**src/rtl/control_pkg.sv**
```systemverilog
// Shared typedefs for the accumulator CPU: instruction opcodes, sequencer
// states and the opcode-class helper used by the control sequencer.
package control_pkg;

    // Opcodes are four bits wide so values 8..15 exist on the bus but are undefined.
    typedef enum logic [3:0] {
        HLT = 4'd0,
        SKZ = 4'd1,
        ADD = 4'd2,
        AND = 4'd3,
        XOR = 4'd4,
        LDA = 4'd5,
        STO = 4'd6,
        JMP = 4'd7
    } opcode_t;

    typedef enum logic [2:0] {
        INST_ADDR  = 3'd0,
        INST_FETCH = 3'd1,
        INST_LOAD  = 3'd2,
        IDLE       = 3'd3,
        OP_ADDR    = 3'd4,
        OP_FETCH   = 3'd5,
        ALU_OP     = 3'd6,
        STORE      = 3'd7
    } state_t;

    function automatic logic isAluOp(input opcode_t op);
        return (op == ADD) || (op == AND) || (op == XOR) || (op == LDA);
    endfunction

endpackage

```
**src/rtl/control.sv**
```systemverilog
// Eight-phase instruction sequencer: steps through fetch/execute phases and
// decodes the datapath control strobes from the phase, opcode and zero flag.
module control
    import control_pkg::*;
(
    input  logic    clk,
    input  logic    rst,
    input  opcode_t opcode,
    input  logic    zero,
    output logic    mem_rd,
    output logic    mem_wr,
    output logic    load_ir,
    output logic    load_ac,
    output logic    inc_pc,
    output logic    load_pc,
    output logic    halt,
    output state_t  phase
);

    state_t state_q, state_d;
    logic   halted_q, halted_d;
    logic   isAlu;

    always_ff @(posedge clk) begin
        if (rst) begin
            state_q  <= INST_ADDR;
            halted_q <= 1'b0;
        end else begin
            state_q  <= state_d;
            halted_q <= halted_d;
        end
    end

    always_comb begin
        isAlu    = isAluOp(opcode);
        state_d  = state_t'(state_q + 3'd1);
        halted_d = halted_q;
        mem_rd   = 1'b0;
        mem_wr   = 1'b0;
        load_ir  = 1'b0;
        load_ac  = 1'b0;
        inc_pc   = 1'b0;
        load_pc  = 1'b0;
        halt     = 1'b0;

        // A halt freezes the sequencer in OP_ADDR on the same edge that latches it.
        if (halted_q) begin
            state_d = state_q;
            halt    = 1'b1;
        end else begin
            case (state_q)
                INST_FETCH: mem_rd = 1'b1;
                INST_LOAD, IDLE: begin
                    mem_rd  = 1'b1;
                    load_ir = 1'b1;
                end
                OP_ADDR: begin
                    inc_pc = 1'b1;
                    if (opcode == HLT) begin
                        halt     = 1'b1;
                        halted_d = 1'b1;
                        state_d  = state_q;
                    end
                end
                OP_FETCH: mem_rd = isAlu;
                ALU_OP: begin
                    mem_rd  = isAlu;
                    load_ac = isAlu;
                    inc_pc  = (opcode == SKZ) && zero;
                    load_pc = (opcode == JMP);
                end
                STORE: begin
                    mem_rd  = isAlu;
                    load_ac = isAlu;
                    mem_wr  = (opcode == STO);
                    inc_pc  = (opcode == JMP);
                    load_pc = (opcode == JMP);
                end
                default: ;
            endcase
        end
    end

    assign phase = state_q;

endmodule

```
**config.mk**
```make
export PLATFORM = sky130hd
export DESIGN_NAME = control
export DESIGN_NICKNAME = d
export VERILOG_FILES = /design/src/rtl/control_pkg.sv /design/src/rtl/control.sv
export SDC_FILE = /design/constraint.sdc
export NUM_CORES = 1
export LEC_CHECK = 0
export CORE_AREA = 2 2 39 41
export CTS_BUF_LIST = sky130_fd_sc_hd__clkbuf_8
export DETAILED_ROUTE_END_ITERATION = 7
export DIE_AREA = 0 0 41 43
export SETUP_SLACK_MARGIN = 0.1
export SLEW_MARGIN = 20
export SYNTH_ARGS = -nofsm -noshare
export SYNTH_HDL_FRONTEND = slang
export SYNTH_SLANG_ARGS = --single-unit
export TNS_END_PERCENT = 20
```
**constraint.sdc**
```tcl
create_clock -name clk -period 3.83 [get_ports clk]
set_input_delay 0.5745 -clock clk [delete_from_list [all_inputs] [get_ports clk]]
set_output_delay 0.5745 -clock clk [all_outputs]
set_load 0.05 [all_outputs]
```
# After elaboration in Yosys (flattened, before gate mapping)
# Index checks and enable logic that the tools add are counted.
# word_totals
reg_bits	4
elab_cells	46
# classes
add_sub_neg	1
n_eq_ne	15
muxes	17
bitwise	1
n_reduce_logical	10
# op_table
operator	n
4-bit by 3-bit == test with 1-bit output, second input constant	4
1-bit two-way mux	13
3-bit == test, second input constant	4
4-bit by 2-bit == test with 1-bit output, second input constant	2
3-bit by 2-bit == test with 1-bit output, second input constant	2
3-bit two-way mux	2
3-bit OR reduction	2
4-bit by 1-bit == test with 1-bit output, second input constant	1
4-bit zero test	1
2-bit OR reduction	2
3-bit by 1-bit adder with 3-bit output, second input constant	1
3-bit by 1-bit == test with 1-bit output, second input constant	1
1-bit logical OR	3
1-bit one-hot mux with 3 select lines	1
2-bit != test, second input constant	1
1-bit one-hot mux with 2 select lines	1
2-bit AND reduction	1
1-bit logical AND	1
1-bit NOT	1

# Logic depth before layout (Yosys ltp)
# Gate-level depths: netlist of run 1.
# logic_depth
depth_word	6
depth_mapped	5
depth_no_buf	5

# Least setup slack after synthesis of run 1
# Ideal clock, no wire load.
# synth_timing
kind	register to output
start	reg state_q[0] (netlist: phase[0])
end	out load_pc
arrival_time_ps	2733
path_slack_ps	522
stages_incl_launch_ff	5
cell_sequence	dfxtp_1 -> ha_1 -> ha_1 -> a21oi_1 -> nor4_1
# synth_between
elab_chain_len	4
elab_cells_between_ends	5
classes_between	2 x eq/ne; 2 x mux; 1 x reduce/logical
# synth_lines
item	line_no	source
start: declaration	control.sv:20	state_t state_q, state_d;
start signal: assignment	control.sv:29	state_q <= state_d;
3-bit == test	control.sv:51	case (state_q)
2-bit OR reduction (no line) (*)	n/a	
1-bit two-way mux (*)	n/a	
1-bit two-way mux (*)	control.sv:47	if (halted_q) begin
end: declaration	control.sv:15	output logic load_pc,
# Every way passes the cells marked *; elsewhere a longest branch is shown, timed or not.

# Worst setup path in the final report of run 1
# layout_timing
start	in opcode[3]
end	out inc_pc
# layout_between
elab_chain_len	4
elab_cells_between_ends	5
classes_between	2 x eq/ne; 2 x mux; 1 x reduce/logical
# layout_lines
item	line_no	source
start: declaration	control.sv:8	input opcode_t opcode,
4-bit by 1-bit == test with 1-bit output	control.sv:69	inc_pc = (opcode == SKZ) && zero;
1-bit logical AND	control.sv:69	
1-bit one-hot mux with 3 select lines (*)	control.sv:51	
1-bit two-way mux (*)	control.sv:47	
end: declaration	control.sv:14	output logic inc_pc,
# Marked as above.

==> results of run 1 <==
[state kept, by name, summed over array words and instances (netlist names)]
| signal | cells |
|---|---|
| phase | 3 |
| halted_q | 1 |
[stage by stage]
step,utilization,setup WS [ns],cells,total power [mW]
floorplan,-,0.522,47,0.102
global placement,0.413,0.756,78,0.130
detailed placement,0.413,0.737,78,0.130
CTS,0.443,0.732,81,0.220
global route,0.443,0.660,81,0.229
finish,0.443,0.724,81,0.217
[path summary, 6_finish.rpt]
check              to  slack [ns]  cells after the start
min reg2reg  phase[1]        0.53                      2
min          phase[1]        0.53                      2
max            inc_pc        0.72                      5
max reg2reg  phase[0]        2.33                      4
[area by class of cell]
cell class              instances  share of cell area
repair buffers                 16               0.261
flip-flops and latches          4               0.131
well taps                      16              0.0327
clock buffers                   3              0.0673
inverters                       4              0.0245
multi-input cells              38               0.484
[logic make-up after synthesis]
logic type      after synthesis  share of synthesized area
flops                         4                      0.203
fa+ha+maj                     6                      0.190
buf+inv                       5                     0.0474
compound gates                8                      0.184
simple gates                 21                      0.291
mux                           2                     0.0633
xor+xnor                      1                     0.0222
[layout by cell type (no fill, tap or decap), drive strengths merged]
cell	synthesis	final
or3	2	2
nor4	4	4
nand2b	3	3
a21oi	3	3
mux2	1	1
ha	6	6
o31a	1	1
nand2	1	1
nor2	8	8
clkbuf	1	3
clkdlybuf4s50	0	16
xnor2	1	1
a41oi	1	1
a31oi	1	1
mux2i	1	1
inv	4	4
o31ai	2	2
dfxtp	4	4
nor3	1	1
and4b	1	1
nand3	1	1
[per-layer routing]
| metal | vias to the layer above | GRT usage |
|---|---|---|
| met5 | - | 0 |
| met4 | 0 | 0.0400 |
| met3 | 0 | 0.0471 |
| met2 | 14 | 0.159 |
| met1 | 175 | 0.144 |
| li1 | 205 | - |
[power by group through the flow]
stage | Sequential, mW | Combinational [mW] | Clock, mW
floorplan | 0.0594 | 0.0423 | 0
global placement | 0.0504 | 0.0793 | 0
detailed placement | 0.0505 | 0.0793 | 0
CTS | 0.0500 | 0.0797 | 0.0906
global route | 0.0506 | 0.0848 | 0.0932
finish | 0.0498 | 0.0792 | 0.0878
[tightest hold or removal path, cell delays in order (launching register included)]
cell,delay [ns]
dfxtp_1,0.34
nand2b_1,0.08
mux2i_1,0.06
==> flow_summary.toml, run 1 <==
[run_status]
status = "finished clean"

[route]
route.detailed.drc = 0
wl_um = 902
wl_met3_um = 57
drtPass1Iterations = 3
drt-initial-drc-count = 8
m1WireLength_um = 441
wl_per_cell_um = 11.1
wl_met2_um = 402
highest_layer = "met3"
final_antenna_net_count = 0
viasPerCell = 4.86
via_count = 394

[pwr]
netSwitchingPower_uw = 73.7
switching_share = 0.340
power_frac_seq = 0.230
pwr-share-comb = 0.365
pwr-share-clk = 0.405
leakagePower_nw = 0.250
power_density_nw_per_um2 = 353
ir_worst_vdd_mv = 0.272
power.internal_uw = 143

[final_layout]
final.fill_count = 149
area_delta_synth_final_pct = 55.1
final_area_sq_um = 613
layout-drive-gt1-share = 0.108
area.sequential_sq_um = 80.1
antennaDiodeCount = 0
multiInputGateArea_sq_um = 297
fin_nets = 80

[floorplan]
die_y_um = 43
die_area_sq_um = 1760
core_area_sq_um = 1380
start_util = 0.286
die_x_um = 41
ios = 17
rows = 14

[worst_setup_path]
critPathMaxStageDelay_ns = 0.83
crit_chain = "clkdlybuf4s50_1 > nand2b_1 > or3_1 > o31ai_1 > clkdlybuf4s50_1"
start_kind = "input port"
arrival_ns = 2.53
cp.buffers_inverters = 2
reg2reg_from = "phase[0]"
path_max_fanout = 6
crit_type = "input port to output pin"
critical-path-top-delay-family = "buffers and inverters"
endpoint_kind = "output pin"
startpoint = "opcode[3]"
cp_common_cell = "clkdlybuf4s50_1"
required_ns = 3.26
slowest_stage = "clkdlybuf4s50_1"

[synth]
synth_top_cell_area_share = 0.203
synth-seq-cells = 4
yosysUniqueCellTypes = 21
netlist_area_sq_um = 395
synth.area.top_cells = "dfxtp_1 20%, ha_1 19%, a41oi_4 7.0%"
synth_enable_flop_cells = 0
syn_nets = 60
async_reset_ff_frac = 0
synth_top_cells_by_count = "6 x ha_1, 6 x nor2_1, 4 x dfxtp_1, 4 x inv_1, 4 x nor4_1"
yosysWarnings = 0
netlist_instances = 47
ys.flop_type = "dfxtp_1"
avgSynthCellArea_sq_um = 8.41
yosysTopAreaCell = "dfxtp_1"
synth-seq-area-share = 0.203

[clock_network]
cts_buffer_depth = 2
numCtsBuffers = 3
htreeDepth = 1
clk_pin_slew_ns = 0.03
postCtsHoldBufs = 0
cts_setup_buffers = 0
cts.root.buffer_cell = "clkbuf_8"
cts_tree = "yes"
clk_latency_ns = 0.21
cts.sinks = 4
cts_resized = 0

[timing]
period_needed_ns = 3.11
finalCritPeriodShare = 0.811
timing.hold.ws_ns = 0.527
skew_ns = 0.000703
rsz0062_at_grt = "no"
hold_viol = 0
tightest_slew_ns = 0.493
slew_viol_final = 0
setup_tns_ns = 0
max_clock_freq_mhz = 322
setup_viol = 0
slew_headroom = 0.670

[grt]
antenna_found_initial = 0
grt_max_degree = 11
grt-ovfl-total = 0
grt_first_pass_wirelength_um = 1350
grt.total_usage = 0.111
grt_pass1_vias = 332

[hold_path]
holdCritStartpoint = "phase[1]"
hold_class = "flip-flop to flip-flop"

[flow_run]
maxCapViolCount = 0

[placed_design]
port_buffers = 16
placed_area_sq_um = 572
hpwlAfterDp_um = 699
gp_congestion = 0.649
Power figures use the tool's default switching activity.
==> run 2: changes to the inputs <==
clock period = 3.2 ns   (was 3.83 ns; I/O delays follow)
==> run 2 against run 1 <==
Against the previous run:
- critical path depth unchanged
- highest routed layer is now met4
- global-route usage up 1.7 points
- clock power grew 24%
- clock skew is 0.0010 ns higher
- register-to-register slack got worse by 0.63 ns
==> flow_summary.toml, run 2 (synthesis results as in run 1) <==
[floorplan]
die_area_sq_um = 1760
ios = 17
die_y_um = 43
start_util = 0.286
die_x_um = 41
core_area_sq_um = 1380
rows = 14

[route]
wl_um = 938
via_count = 394
drt-initial-drc-count = 5
wl_per_cell_um = 11.6
final_antenna_net_count = 0
drtPass1Iterations = 4
viasPerCell = 4.86
route.detailed.drc = 0

[pwr]
leakagePower_nw = 0.252
power_density_nw_per_um2 = 427
ir_worst_vdd_mv = 0.282
power_uw = 263

[clock_network]
clk_pin_slew_ns = 0.03
cts_setup_buffers = 0
htreeDepth = 1
cts.sinks = 4
numCtsBuffers = 3
clk_latency_ns = 0.22
cts.root.buffer_cell = "clkbuf_8"
cts_buffer_depth = 2
postCtsHoldBufs = 0
cts_tree = "yes"
cts_resized = 0

[final_layout]
final_common_cell = "clkdlybuf4s50_1"
final_area_sq_um = 617
layout-drive-gt1-share = 0.138
fin_nets = 80
fin_util = 0.446
layout_common_cells = "15 x clkdlybuf4s50_1, 6 x nor2_1, 6 x ha_1"
largest_register_ffs = 3
antennaDiodeCount = 0
area_delta_synth_final_pct = 56.0

[timing]
max_clock_freq_mhz = 366
setup_tns_ns = 0
rsz0062_at_grt = "no"
setup_viol = 0
slew_viol_final = 0
tightest_slew_ns = 0.504
finalCritPeriodShare = 0.854
skew_ns = 0.00171
period_needed_ns = 2.73
hold_viol = 0
slew_headroom = 0.663

[grt]
grt.total_usage = 0.129
grt-ovfl-total = 0
grt_first_pass_wirelength_um = 1560
grt_max_degree = 11
antenna_found_initial = 0
grt_pass1_vias = 352

[placed_design]
port_buffers = 16
hpwlAfterDp_um = 702
placed_area_sq_um = 576
gp_congestion = 0.643

[worst_setup_path]
crit_type = "input port to output pin"
path_max_fanout = 4
required_ns = 2.72
arrival_ns = 2.25
endpoint_kind = "output pin"
start_kind = "input port"

[flow_run]
maxCapViolCount = 0

[hold_path]
hold_class = "flip-flop to flip-flop"

[run_status]
status = "finished clean"
[run 2: cell types whose count changed in the layout (fill, tap and decap cells not counted)]
cell and delta:
clkdlybuf4s50_1 -1, buf_4 +1, nor4_1 -1, nor4_2 +1
[run 2: per-layer routing]
| metal | part of all wire | GRT usage | vias to the layer above | routed length (um) |
|---|---|---|---|---|
| met5 | 0 | 0 | - | 0 |
| met4 | 0.020 | 0.0800 | 0 | 19 |
| met3 | 0.092 | 0.0366 | 2 | 86 |
| met2 | 0.43 | 0.178 | 17 | 401 |
| met1 | 0.46 | 0.168 | 168 | 431 |
| li1 | - | - | 207 | - |
[run 2: worst max-delay path, stage by stage]
cell,delay [ns]
clkdlybuf4s50_1,0.56
xnor2_1,0.12
nor3_1,0.18
o31a_1,0.13
clkdlybuf4s50_1,0.79
[run 2: stage by stage]
stage	setup slack (ns)	instances	hold WS (ns)
2_1_floorplan	0.00948	47	0.552
3_3_place_gp	0.467	78	0.519
3_5_place_dp	0.463	78	0.529
4_1_cts	0.456	81	0.540
5_1_grt	0.344	81	0.578
6_report	0.466	81	0.544
[run 2: report_power, final]
part | leakage [nW] | total, mW | internal [mW] | switching, mW
Combinational | 0.197 | 0.0946 | 0.0368 | 0.0578
Sequential | 0.0329 | 0.0599 | 0.0538 | 0.00604
Clock | 0.0216 | 0.109 | 0.0804 | 0.0284
Total | 0.252 | 0.263 | 0.171 | 0.0923
[run 2: final cells by class]
class	instances	area (sq um)
repair buffers	16	158
flip-flops and latches	4	80.1
inverters	4	15.0
fillers	140	767
well taps	16	20.0
multi-input cells	38	303
clock buffers	3	41.3
[run 2: final timing paths]
check / cells after the start / slack, ns / endpoint / startpoint
max: 5 / 0.47 / mem_rd / opcode[1]
min: 2 / 0.54 / phase[1] / phase[1]
max reg2reg: 4 / 1.70 / phase[0] / phase[0]
min reg2reg: 2 / 0.54 / phase[1] / phase[1]
==> run 3: changes to the inputs <==
CAP_MARGIN = 10   (was unset)
SLEW_MARGIN = 5   (was 20)
==> results of run 3 <==
Final layout, timing and power as in run 2 (identical DEF).
